### src/rtl/led_fade_ctrl.sv
`default_nettype none
// ============================================================================
// Module   : led_fade_ctrl
// Purpose  : N-channel PWM LED bank with per-channel fade toward a target.
//            Optional gamma-corrected duty when LED_FADE_GAMMA_EN is defined.
// Revision : 1.0  initial release
// ============================================================================
module led_fade_ctrl #(
  parameter int N_LEDS   = 8,
  parameter int PWM_BITS = 8,
  parameter int STEP_DIV = 50000,
  localparam int C_LED_W = (N_LEDS > 1) ? $clog2(N_LEDS) : 1
) (
  input  logic                clk,
  input  logic                rstn,
  input  logic                cmd_valid,
  output logic                cmd_ready,
  input  logic [C_LED_W-1:0]  cmd_led,
  input  logic [PWM_BITS-1:0] cmd_level,
  output logic [N_LEDS-1:0]   ledb,
  output logic                busy
);

  localparam int C_PRE_W = (STEP_DIV > 1) ? $clog2(STEP_DIV) : 1;
  localparam logic [C_LED_W-1:0]  C_LAST_IDX = C_LED_W'(N_LEDS - 1);
  localparam logic [C_PRE_W-1:0]  C_PRE_LAST = C_PRE_W'(STEP_DIV - 1);
  localparam logic [PWM_BITS-1:0] C_PWM_MAX  = '1;

  typedef enum logic [0:0] {
    S_IDLE = 1'b0,
    S_SCAN = 1'b1
  } state_t;

  state_t                r_state;
  state_t                w_state_nxt;
  logic [C_PRE_W-1:0]    r_pre;
  logic [C_LED_W-1:0]    r_idx;
  logic [PWM_BITS-1:0]   r_pwm;
  logic                  r_busy;
  logic                  w_tick;
  logic                  w_accept;
  logic                  w_pwm_wrap;
  logic                  w_scan;
  logic [N_LEDS-1:0]     w_diff;
  logic [N_LEDS-1:0]     w_led;

  assign w_tick     = (r_pre == C_PRE_LAST);
  assign w_scan     = (r_state == S_SCAN);
  assign w_pwm_wrap = (r_pwm == C_PWM_MAX);
  assign cmd_ready  = (r_state == S_IDLE) && rstn;
  assign w_accept   = cmd_valid && cmd_ready;
  assign ledb       = w_led;
  assign busy       = r_busy;

  always_ff @(posedge clk or negedge rstn) begin
    if (!rstn) begin
      r_pre <= '0;
      r_pwm <= '0;
    end else begin
      r_pre <= w_tick ? '0 : r_pre + 1'b1;
      r_pwm <= r_pwm + 1'b1;
    end
  end

  always_ff @(posedge clk or negedge rstn) begin
    if (!rstn) begin
      r_state <= S_IDLE;
      r_idx   <= '0;
      r_busy  <= 1'b0;
    end else begin
      r_state <= w_state_nxt;
      r_idx   <= (w_scan && (r_idx != C_LAST_IDX)) ? r_idx + 1'b1 : '0;
      r_busy  <= |w_diff;
    end
  end

  always_comb begin
    w_state_nxt = r_state;
    case (r_state)
      S_IDLE:  if (w_tick) w_state_nxt = S_SCAN;
      S_SCAN:  if (r_idx == C_LAST_IDX) w_state_nxt = S_IDLE;
      default: w_state_nxt = S_IDLE;
    endcase
  end

  // Out-of-range indices match no channel, so such commands are dropped.
  for (genvar i = 0; i < N_LEDS; i++) begin : g_ch
    logic [PWM_BITS-1:0] r_tgt;
    logic [PWM_BITS-1:0] r_cur;
    logic [PWM_BITS-1:0] r_shadow;
    logic [PWM_BITS-1:0] w_duty;
    logic                r_led;
    logic                w_wr;
    logic                w_sel;

    assign w_wr      = w_accept && (cmd_led == C_LED_W'(i));
    assign w_sel     = w_scan && (r_idx == C_LED_W'(i));
    assign w_diff[i] = (r_cur != r_tgt);
    assign w_led[i]  = r_led;

`ifdef LED_FADE_GAMMA_EN
    localparam int C_SQ_W = 2 * PWM_BITS + 1;
    logic [C_SQ_W-1:0] w_sq;
    assign w_sq   = C_SQ_W'(r_cur) * C_SQ_W'(r_cur) + C_SQ_W'(C_PWM_MAX);
    assign w_duty = PWM_BITS'(w_sq >> PWM_BITS);
`else
    assign w_duty = r_cur;
`endif

    always_ff @(posedge clk or negedge rstn) begin
      if (!rstn) begin
        r_tgt    <= '0;
        r_cur    <= '0;
        r_shadow <= '0;
        r_led    <= 1'b0;
      end else begin
        if (w_wr) r_tgt <= cmd_level;
        if (w_sel) begin
          if (r_cur < r_tgt)      r_cur <= r_cur + 1'b1;
          else if (r_cur > r_tgt) r_cur <= r_cur - 1'b1;
        end
        // Duty is latched only at the period boundary to avoid mid-period glitches.
        if (w_pwm_wrap) r_shadow <= w_duty;
        r_led <= (r_pwm < r_shadow);
      end
    end
  end

endmodule
`default_nettype wire

### config.mk
export PLATFORM = sky130hd
export DESIGN_NAME = led_fade_ctrl
export DESIGN_NICKNAME = d
export VERILOG_FILES = /design/src/rtl/led_fade_ctrl.sv
export SDC_FILE = /design/constraint.sdc
export NUM_CORES = 1
export LEC_CHECK = 0
export CORE_MARGIN = 4
export CORE_UTILIZATION = 45
export CTS_BUF_LIST = sky130_fd_sc_hd__clkbuf_8
export DETAILED_ROUTE_END_ITERATION = 7
export PLACE_DENSITY = 0.59
export SKIP_LAST_GASP = 1
export SYNTH_ARGS = -nofsm -noshare
export SYNTH_HDL_FRONTEND = slang
export SYNTH_SLANG_ARGS = --single-unit
### constraint.sdc
create_clock -name clk -period 4.2 [get_ports clk]
set_input_delay 0.84 -clock clk [delete_from_list [all_inputs] [get_ports clk]]
set_output_delay 0.84 -clock clk [all_outputs]
set_load 0.02 [all_outputs]
==> impl_metrics.env, run 1 <==
export IMPL_grt_max_degree=75
export IMPL_firstDrtPassIters=5
export IMPL_min_period_over_period=0.773
export IMPL_drtIter0Drc=552
export IMPL_reg2reg_depth=12
export IMPL_syn_area_mm2=0.0135
export IMPL_p_clk_frac=0.415
export IMPL_die_area_mm2=0.0329
export IMPL_multi_input_area_mm2=0.00711
export IMPL_synth_most_common_cell="dfrtp_1"
export IMPL_io_pins=24
export IMPL_port_buffers=23
export IMPL_clk_pin_slew_worst_paths_ps=60
export IMPL_max_slew_margin=0.303
export IMPL_area_growth_pct=11.3
export IMPL_finalHoldViolCount=0
export IMPL_finalSetupViolCount=0
export IMPL_seqCellArea_mm2=0.00573
export IMPL_start_kind="flip-flop"
export IMPL_yosysSeqAreaShare=0.423
export IMPL_cpLargestDelayFamily="compound AO/OA/AOI/OAI gates"
export IMPL_vias=9537
export IMPL_period_needed_ps=3250
export IMPL_r2r_setup_slack_ps=950
export IMPL_clkLatencyLatePin_ps=550
export IMPL_grtUsageTotal=0.186
export IMPL_dieHeight_um=181
export IMPL_netlist_instances=1358
export IMPL_gr_total_overflow=0
export IMPL_power_mw=5.11
export IMPL_cts_max_level=2
export IMPL_crit_chain="ha_1 -> a21oi_1 -> nor2_1 -> a211oi_1 -> nand2_1 -> fa_1 -> a21o_1 -> a21oi_1 -> o21bai_1 -> a21oi_1 -> xnor2_1 -> mux2_1"
export IMPL_numCtsBuffers=42
export IMPL_via_per_inst=5.22
export IMPL_cts_tree="done"
export IMPL_setup_ws_ps=954
export IMPL_p_comb_frac=0.114
export IMPL_gp_congestion=0.831
export IMPL_synth_warnings=0
export IMPL_rsz0062_at_grt="no"
export IMPL_hold_path_class="input port to async pin"
export IMPL_drcViolationCount=0
export IMPL_synth_seq_cells=229
export IMPL_slowest_stage="fa_1"
export IMPL_cts_hold_repair_buffers=0
export IMPL_powerDensity_mw_per_mm2=339
export IMPL_synth_cell_types=53
export IMPL_path_max_fanout=7
export IMPL_place_inst=1753
export IMPL_yosysTopAreaCell="dfrtp_1"
export IMPL_start_util=0.457
export IMPL_cts_root_buf="clkbuf_8"
export IMPL_synth_top_cell_area_share=0.423
export IMPL_cap_violations=0
export IMPL_synth_ff_type="dfrtp_1"
export IMPL_drt_wl_total_um=29700
export IMPL_die_w_um=181
export IMPL_worst_path_most_repeated_cell="a21oi_1"
export IMPL_cts_setup_buffers=0
export IMPL_ys_async_sr_fraction=1.00
export IMPL_fin_skew_ps=27.8
export IMPL_num_fill_cells=2766
export IMPL_grt_pass1_wl_um=50000
export IMPL_worst_pin_slew_ps=1040
export IMPL_regToRegEndpoint="g_ch[1].r_cur[6]"
export IMPL_ctsResizeCount=0
export IMPL_antenna_found_initial=0
export IMPL_num_antenna_cells=0
export IMPL_cts_sinks=229
export IMPL_arrival_ps=3670
export IMPL_switching_share=0.260
export IMPL_seqPwrFrac=0.472
export IMPL_max_vdd_ir_drop_uv=162
export IMPL_tns_ps=0
export IMPL_max_freq_ghz=0.308
export IMPL_fp_coreArea_mm2=0.0296
export IMPL_final_max_slew_viol_count=0
export IMPL_critical_path_class="flip-flop to flip-flop"
export IMPL_r2r_start="g_ch[1].r_cur[5]"
export IMPL_synth_nets=1556
export IMPL_max_stage_delay_ps=490
export IMPL_leakage_nw=7.56
export IMPL_drive_gt1_frac=0.116
export IMPL_synth_edf_count=0
export IMPL_row_count=63
export IMPL_fin_nets=1605
export IMPL_avgRoutedWirePerCell_um=16.3
export IMPL_place_ws_ps=989
export IMPL_ant_nets=0
export IMPL_path_buf_inv=0
export IMPL_avgSynthCellArea_um2=9.96
export IMPL_p_int_mw=3.78
export IMPL_yosys_top_cells_area="dfrtp_1 (42%), ha_1 (16%), mux2_2 (6.2%)"
export IMPL_cts_buffer_depth=3
export IMPL_synth_common_cells="dfrtp_1 (229), ha_1 (176), nand2_1 (167)"
export IMPL_status="finished, final reports clean"
export IMPL_grt_pass1_vias=9648
export IMPL_dp_hpwl_um=20500
export IMPL_critical_path_required_ps=4620
export IMPL_crit_path_end_kind="flip-flop"
export IMPL_switching_power_mw=1.33
export IMPL_fin_cells=1827
## layout make-up
type | instances | area share
clock inverters | 21 | 0.00731
clock buffers | 53 | 0.0484
flip-flops and latches | 229 | 0.381
repair buffers | 36 | 0.0238
multi-input cells | 957 | 0.472
inverters | 141 | 0.0352
well taps | 390 | 0.0324
## flip-flops by register name (all words and copies together), names as in the netlist
register and count:
r_pre 16, g_ch.r_cur 64, g_ch.r_shadow 64, busy 1, g_ch.r_led 8, r_pwm 8
r_state 1, r_idx 3, g_ch.r_tgt 64
## metal layers
metal | track usage | vias to the layer above | routed length, um
met5 | 0 | - | 0
met4 | 0.0459 | 0 | 544
met3 | 0.0315 | 44 | 1200
met2 | 0.301 | 136 | 13500
met1 | 0.262 | 4566 | 14500
li1 | - | 4791 | -
## worst max-delay path by stage
| stage | start | end | slack (ps) | cells past startpoint |
|---|---|---|---|---|
| 3_3_place_gp | g_ch[0].r_cur[5] | g_ch[0].r_cur[6] | 1060 | 12 |
| 3_5_place_dp | g_ch[1].r_cur[5] | g_ch[1].r_cur[6] | 990 | 12 |
| 4_1_cts | g_ch[1].r_cur[5] | g_ch[1].r_cur[6] | 960 | 12 |
| 5_1_grt | g_ch[1].r_cur[5] | g_ch[1].r_cur[6] | 640 | 12 |
| 6_report | g_ch[1].r_cur[5] | g_ch[1].r_cur[6] | 950 | 12 |
| 2_1_floorplan | g_ch[0].r_cur[5] | g_ch[0].r_cur[6] | 1290 | 12 |
## per-stage QoR
| step | utilization | hold WS [ps] | area (um2) |
|---|---|---|---|
| floorplan | - | 433 | 13500 |
| global placement | 0.480 | 453 | 14200 |
| detailed placement | 0.480 | 454 | 14200 |
| CTS | 0.508 | 157 | 15100 |
| global route | 0.508 | 167 | 15100 |
| finish | 0.508 | 176 | 15100 |
## power by group through the flow
stage	clock, mW	combinational [mW]	sequential (mW)
after detailed placement	0	0.586	2.45
after global routing	2.29	0.680	2.42
after CTS	2.19	0.590	2.41
final	2.12	0.580	2.41
after global placement	0	0.566	2.44
after floorplan	0	0.409	2.43
## logic make-up (layout without fill, tap and decap cells)
kind of cell / after synthesis / in the layout / share of synthesized area
muxes: 77 / 77 / 0.0640
DFF: 229 / 229 / 0.423
AOI/OAI and AO/OA: 318 / 318 / 0.137
xor gates and xnor gates: 69 / 69 / 0.0452
buffers and inverters: 172 / 251 / 0.0513
and+or+nand+nor: 309 / 309 / 0.105
adders and majority gates: 184 / 184 / 0.175
## placed cells by master, fill, tap and decap left out, types with 6 or more instances in the layout
master	n
xor2_1	27
a211oi_1	9
clkdlybuf4s50_1	22
nand2_1	167
mux2_2	74
xnor2_1	41
a21o_1	42
nor3_1	6
o21bai_1	14
ha_1	176
o21ai_0	132
a21oi_1	82
o21a_1	10
nand4_1	13
nand3_1	20
inv_1	156
buf_4	11
nor2_1	52
clkbuf_8	53
dfrtp_1	229
fa_1	8
a31oi_1	10
nand2b_1	14
Power figures use the tool's default switching activity.
==> run 2: changes to the inputs <==
--- a/config.mk
+++ b/config.mk
@@ -9,7 +9,7 @@
 export CORE_UTILIZATION = 45
 export CTS_BUF_LIST = sky130_fd_sc_hd__clkbuf_8
 export DETAILED_ROUTE_END_ITERATION = 7
-export PLACE_DENSITY = 0.59
+export PLACE_DENSITY = 0.61
 export SKIP_LAST_GASP = 1
 export SYNTH_ARGS = -nofsm -noshare
 export SYNTH_HDL_FRONTEND = slang
==> constraint.sdc (replaced) <==
create_clock -name clk -period 2.74 [get_ports clk]
set_input_delay 0.548 -clock clk [delete_from_list [all_inputs] [get_ports clk]]
set_output_delay 0.548 -clock clk [all_outputs]
set_load 0.02 [all_outputs]
==> impl_metrics.env, run 2 (synthesis results as in run 1) <==
export IMPL_num_fill_cells=2636
export IMPL_die_w_um=181
export IMPL_fp_coreArea_mm2=0.0296
export IMPL_multi_input_area_mm2=0.00783
export IMPL_dieHeight_um=181
export IMPL_dp_hpwl_um=22100
export IMPL_min_period_over_period=0.990
export IMPL_final_max_slew_viol_count=0
export IMPL_io_pins=24
export IMPL_drive_gt1_frac=0.268
export IMPL_start_util=0.457
export IMPL_switching_share=0.268
export IMPL_vias=10100
export IMPL_grtUsageTotal=0.195
export IMPL_antenna_found_initial=1
export IMPL_seqCellArea_mm2=0.00573
export IMPL_slowest_stage="dfrtp_1"
export IMPL_hold_path_class="input port to async pin"
export IMPL_max_vdd_ir_drop_uv=266
export IMPL_critical_path_class="flip-flop to flip-flop"
export IMPL_max_slew_margin=0.333
export IMPL_powerDensity_mw_per_mm2=484
export IMPL_crit_chain="inv_2 -> ha_4 -> a21oi_4 -> nor2_2 -> a211oi_2 -> nand2_2 -> fa_2 -> a21o_1 -> a21oi_2 -> o21bai_1 -> a21oi_2 -> xnor2_1 -> mux2_1"
export IMPL_finalSetupViolCount=0
export IMPL_p_clk_frac=0.410
export IMPL_met3_usage=0.0315
export IMPL_period_needed_ps=2710
export IMPL_reg2reg_depth=13
export IMPL_grt_busiest_layer="met2"
export IMPL_regToRegEndpoint="g_ch[0].r_cur[6]"
export IMPL_grt_use_met2=0.329
export IMPL_gr_total_overflow=0
export IMPL_num_antenna_cells=0
export IMPL_gp_congestion=0.795
export IMPL_port_buffers=23
export IMPL_row_count=63
export IMPL_cts_max_level=2
export IMPL_final_area_mm2=0.0169
export IMPL_max_stage_delay_ps=380
export IMPL_path_max_fanout=4
export IMPL_ant_nets=0
export IMPL_cts_root_buf="clkbuf_8"
export IMPL_clk_pin_slew_worst_paths_ps=60
export IMPL_p_comb_frac=0.137
export IMPL_avgRoutedWirePerCell_um=16.4
export IMPL_clkLatencyLatePin_ps=570
export IMPL_fin_skew_ps=37.6
export IMPL_status="finished, final reports clean"
export IMPL_use_met1=0.261
export IMPL_firstDrtPassIters=5
export IMPL_seqPwrFrac=0.453
export IMPL_cts_tree="done"
export IMPL_worst_pin_slew_ps=997
export IMPL_drt_wl_total_um=32400
export IMPL_critical_path_required_ps=3160
export IMPL_layout_common_cells="dfrtp_1 (229), nand2_1 (161), inv_1 (149), buf_4 (149), ha_1 (140)"
export IMPL_top_regs="g_ch.r_cur (64), g_ch.r_shadow (64), g_ch.r_tgt (64)"
export IMPL_r2r_setup_slack_ps=30
export IMPL_start_kind="flip-flop"
export IMPL_drcViolationCount=0
export IMPL_grt_pass1_vias=10300
export IMPL_cts_buffer_depth=3
export IMPL_worst_path_most_repeated_cell="a21oi_2"
export IMPL_switching_power_mw=2.19
export IMPL_area_growth_pct=24.6
export IMPL_via_per_inst=5.13
export IMPL_cts_sinks=229
export IMPL_die_area_mm2=0.0329
export IMPL_r2r_start="g_ch[0].r_tgt[5]"
export IMPL_layout_commonest_cell="dfrtp_1"
export IMPL_power_mw=8.16
export IMPL_grt_max_degree=153
export IMPL_rsz0062_at_grt="yes"
export IMPL_max_freq_ghz=0.369
export IMPL_finalHoldViolCount=0
export IMPL_grt_pass1_wl_um=52300
export IMPL_cap_violations=0
export IMPL_crit_path_end_kind="flip-flop"
export IMPL_leakage_nw=8.21
export IMPL_arrival_ps=3140
export IMPL_drtIter0Drc=469
export IMPL_final_util=0.569
export IMPL_numCtsBuffers=43
export IMPL_fin_nets=1747
export IMPL_p_int_mw=5.97
export IMPL_placed_area_mm2=0.0151
==> run 2: cell types whose count changed in the layout (fill, tap and decap cells not counted), sizes merged <==
cell | previous run | this run
clkinv | 4 | 2
buf | 14 | 154
inv | 157 | 158
dlygate4sd3 | 0 | 1
clkbuf | 53 | 54
==> run 2: power by group through the flow <==
stage	Combinational, mW	Sequential (mW)	Clock, mW
global route	1.28	3.72	3.59
CTS	0.977	3.70	3.44
floorplan	0.630	3.73	0
finish	1.12	3.70	3.34
detailed placement	0.945	3.75	0
global placement	0.908	3.75	0
==> run 2: per-stage QoR <==
stage | TNS (ps) | setup WS, ps | cells | hold slack [ps]
after global placement | -110 | -41.5 | 1865 | 370
after global routing | -847 | -128 | 1968 | 248
after floorplan | -7.19 | -7.19 | 1358 | 252
final | 0 | 27.7 | 1968 | 118
after CTS | -58.3 | -30.1 | 1949 | 202
after detailed placement | -650 | -111 | 1865 | 370
==> run 2: how the worst max path moves through the flow <==
stage / slack [ps] / end / from
after CTS: -30 / g_ch[5].r_cur[7] / g_ch[5].r_tgt[2]
after global routing: -130 / g_ch[0].r_cur[6] / g_ch[0].r_tgt[5]
after global placement: -40 / g_ch[1].r_cur[6] / g_ch[1].r_cur[5]
final: 30 / g_ch[0].r_cur[6] / g_ch[0].r_tgt[5]
after detailed placement: -110 / g_ch[0].r_cur[7] / g_ch[0].r_tgt[5]
after floorplan: -7 / g_ch[0].r_cur[6] / g_ch[0].r_cur[5]
==> run 2: timing repair <==
action,in CTS,in global routing
hold buffers,1,0
resized for setup,28,110
pin swaps,20,61
buffers inserted,9,19
endpoints found under the hold margin,9,0
setup endpoints to repair,13,23
==> run 2: critical path: cells and delay by family, from the launching register on <==
| kind | cells | cell delay, ps |
|---|---|---|
| AOI/OAI and AO/OA | 6 | 960 |
| adders and majority gates | 2 | 590 |
| DFF | 1 | 380 |
| muxes | 1 | 280 |
| and+or+nand+nor | 2 | 220 |
| buffers and inverters | 1 | 80 |
| xor gates and xnor gates | 1 | 70 |
==> run 2: final cells by class <==
class                      instances  area share
multi-input combinational        957       0.465
clock inverter                    20     0.00720
tap                              390      0.0289
clock buffer                      54      0.0441
sequential                       229       0.340
inverter                         141      0.0314
timing repair buffer             177      0.0841
==> run 2: per-layer routing <==
layer  vias up  wire (um)
met5         -          0
met4         0        819
met3        51        956
met2       113      15900
met1      4871      14700
li1       5066          -
==> run 3: changes to the inputs <==
--- a/config.mk
+++ b/config.mk
@@ -5,6 +5,8 @@
 export SDC_FILE = /design/constraint.sdc
 export NUM_CORES = 1
 export LEC_CHECK = 0
+export CAP_MARGIN = 15
+export CORE_ASPECT_RATIO = 1.75
 export CORE_MARGIN = 4
 export CORE_UTILIZATION = 45
 export CTS_BUF_LIST = sky130_fd_sc_hd__clkbuf_8
==> impl_metrics.env, run 3 (synthesis results as in run 1) <==
export IMPL_arrival_ps=3160
export IMPL_cts_tree="done"
export IMPL_path_buf_inv=2
export IMPL_max_stage_delay_ps=910
export IMPL_drive_gt1_frac=0.273
export IMPL_placed_area_mm2=0.0151
export IMPL_path_max_fanout=3
export IMPL_worst_path_most_repeated_cell="buf_4"
export IMPL_grtUsageTotal=0.198
export IMPL_cpLargestDelayFamily="simple AND/OR/NAND/NOR gates"
export IMPL_die_w_um=139
export IMPL_setup_ws_ps=22.4
export IMPL_worst_pin_slew_ps=1090
export IMPL_drtIter0Drc=273
export IMPL_fin_cells=1962
export IMPL_layout_common_cells="dfrtp_1 (229), nand2_1 (160), buf_4 (158)"
export IMPL_r2r_setup_slack_ps=20
export IMPL_numCtsBuffers=38
export IMPL_grt_max_degree=140
export IMPL_area_growth_pct=25.0
export IMPL_start_util=0.459
export IMPL_firstDrtPassIters=6
export IMPL_finalSetupViolCount=0
export IMPL_cap_violations=0
export IMPL_antenna_found_initial=1
export IMPL_critical_path_class="flip-flop to flip-flop"
export IMPL_clkLatencyLatePin_ps=560
export IMPL_ant_nets=0
export IMPL_start_kind="flip-flop"
export IMPL_gp_congestion=0.837
export IMPL_status="finished, final reports clean"
export IMPL_hold_path_class="input port to async pin"
export IMPL_max_vdd_ir_drop_uv=389
export IMPL_cts_root_buf="clkbuf_8"
export IMPL_power_mw=7.89
export IMPL_cts_sinks=229
export IMPL_dieHeight_um=237
export IMPL_top_regs="g_ch.r_cur (64), g_ch.r_shadow (64), g_ch.r_tgt (64)"
export IMPL_row_count=83
export IMPL_fp_coreArea_mm2=0.0295
export IMPL_rsz0062_at_grt="yes"
export IMPL_leakage_nw=8.18
export IMPL_cts_hold_repair_buffers=0
export IMPL_crit_path_end_kind="flip-flop"
export IMPL_dp_hpwl_um=23100
export IMPL_grt_pass1_wl_um=52900
export IMPL_max_freq_ghz=0.368
export IMPL_finalHoldViolCount=0
export IMPL_period_needed_ps=2720
export IMPL_slowest_stage="nor4_1"
export IMPL_num_fill_cells=2602
export IMPL_max_slew_margin=0.269
export IMPL_place_inst=1869
export IMPL_clk_pin_slew_worst_paths_ps=70
export IMPL_place_ws_ps=-98.5
export IMPL_layout_commonest_cell="dfrtp_1"
export IMPL_gr_total_overflow=0
export IMPL_fin_skew_ps=23.0
export IMPL_min_period_over_period=0.992
export IMPL_final_max_slew_viol_count=0
export IMPL_port_buffers=23
export IMPL_drcViolationCount=0
export IMPL_die_area_mm2=0.0330
export IMPL_critical_path_required_ps=3180
export IMPL_drt_wl_total_um=32500
export IMPL_avgRoutedWirePerCell_um=16.6
export IMPL_fin_nets=1752
export IMPL_vias=10200
export IMPL_via_per_inst=5.20
export IMPL_cts_buffer_depth=3
export IMPL_crit_chain="ha_1 -> nand2_1 -> buf_4 -> nor4_1 -> buf_4 -> nand4_1 -> or2_2"
export IMPL_io_pins=24
export IMPL_grt_pass1_vias=10600
export IMPL_cts_max_level=2
export IMPL_final_area_mm2=0.0169
export IMPL_powerDensity_mw_per_mm2=467
run 3: final cells by class:
| type | count | area [um2] | share of cell area |
|---|---|---|---|
| Antenna cell | 1 | 2.50 | 0.000148 |
| Clock buffer | 48 | 661 | 0.0391 |
| Clock inverter | 17 | 97.6 | 0.00577 |
| Inverter | 141 | 529 | 0.0313 |
| Multi-Input combinational cell | 957 | 7910 | 0.468 |
| Sequential cell | 229 | 5730 | 0.339 |
| Tap cell | 382 | 478 | 0.0283 |
| Timing Repair Buffer | 187 | 1500 | 0.0886 |
run 3: report_power, final:
part           internal (mW)  leakage [nW]  switching, mW
Sequential              3.60          3.05         0.0861
Combinational          0.511          4.70          0.618
Clock                   1.66         0.435           1.41
Total                   5.78          8.18           2.12
run 3: repair_timing:
item	CTS	global route
resized for setup	26	117
endpoints found under the setup margin	15	25
cloned	0	0
buffers inserted	8	19
pin swaps	16	52
run 3: path summary, 6_finish.rpt:
check	from	cells after the start	end
setup / recovery	g_ch[2].r_cur[6]	7	busy
hold / removal	rstn	2	g_ch[7].r_tgt[3]
setup reg to reg	g_ch[2].r_cur[6]	7	busy
hold reg to reg	r_pre[0]	1	r_pre[0]
max in group asynchronous	rstn	3	g_ch[4].r_cur[6]
min in group clk	r_pre[0]	1	r_pre[0]
run 3: metal layers:
metal	routed length (um)	track usage	vias to the layer above
met5	0	0	-
met4	1230	0.0772	0
met3	720	0.0266	64
met2	17700	0.373	106
met1	12900	0.225	4974
li1	-	-	5064
run 3: stage by stage:
stage	hold slack, ps	utilization	setup TNS (ps)
final	151	0.573	0
after global placement	452	0.514	-89.9
after CTS	142	0.545	-116
after floorplan	252	-	-7.19
after detailed placement	464	0.514	-633
after global routing	190	0.573	-1130
run 3: worst register-to-register path, stage by stage, from the launching register on:
cell and delay (ps):
dfrtp_1 410, ha_1 280, nand2_1 90, buf_4 140, nor4_1 910, buf_4 240
nand4_1 170, or2_2 350
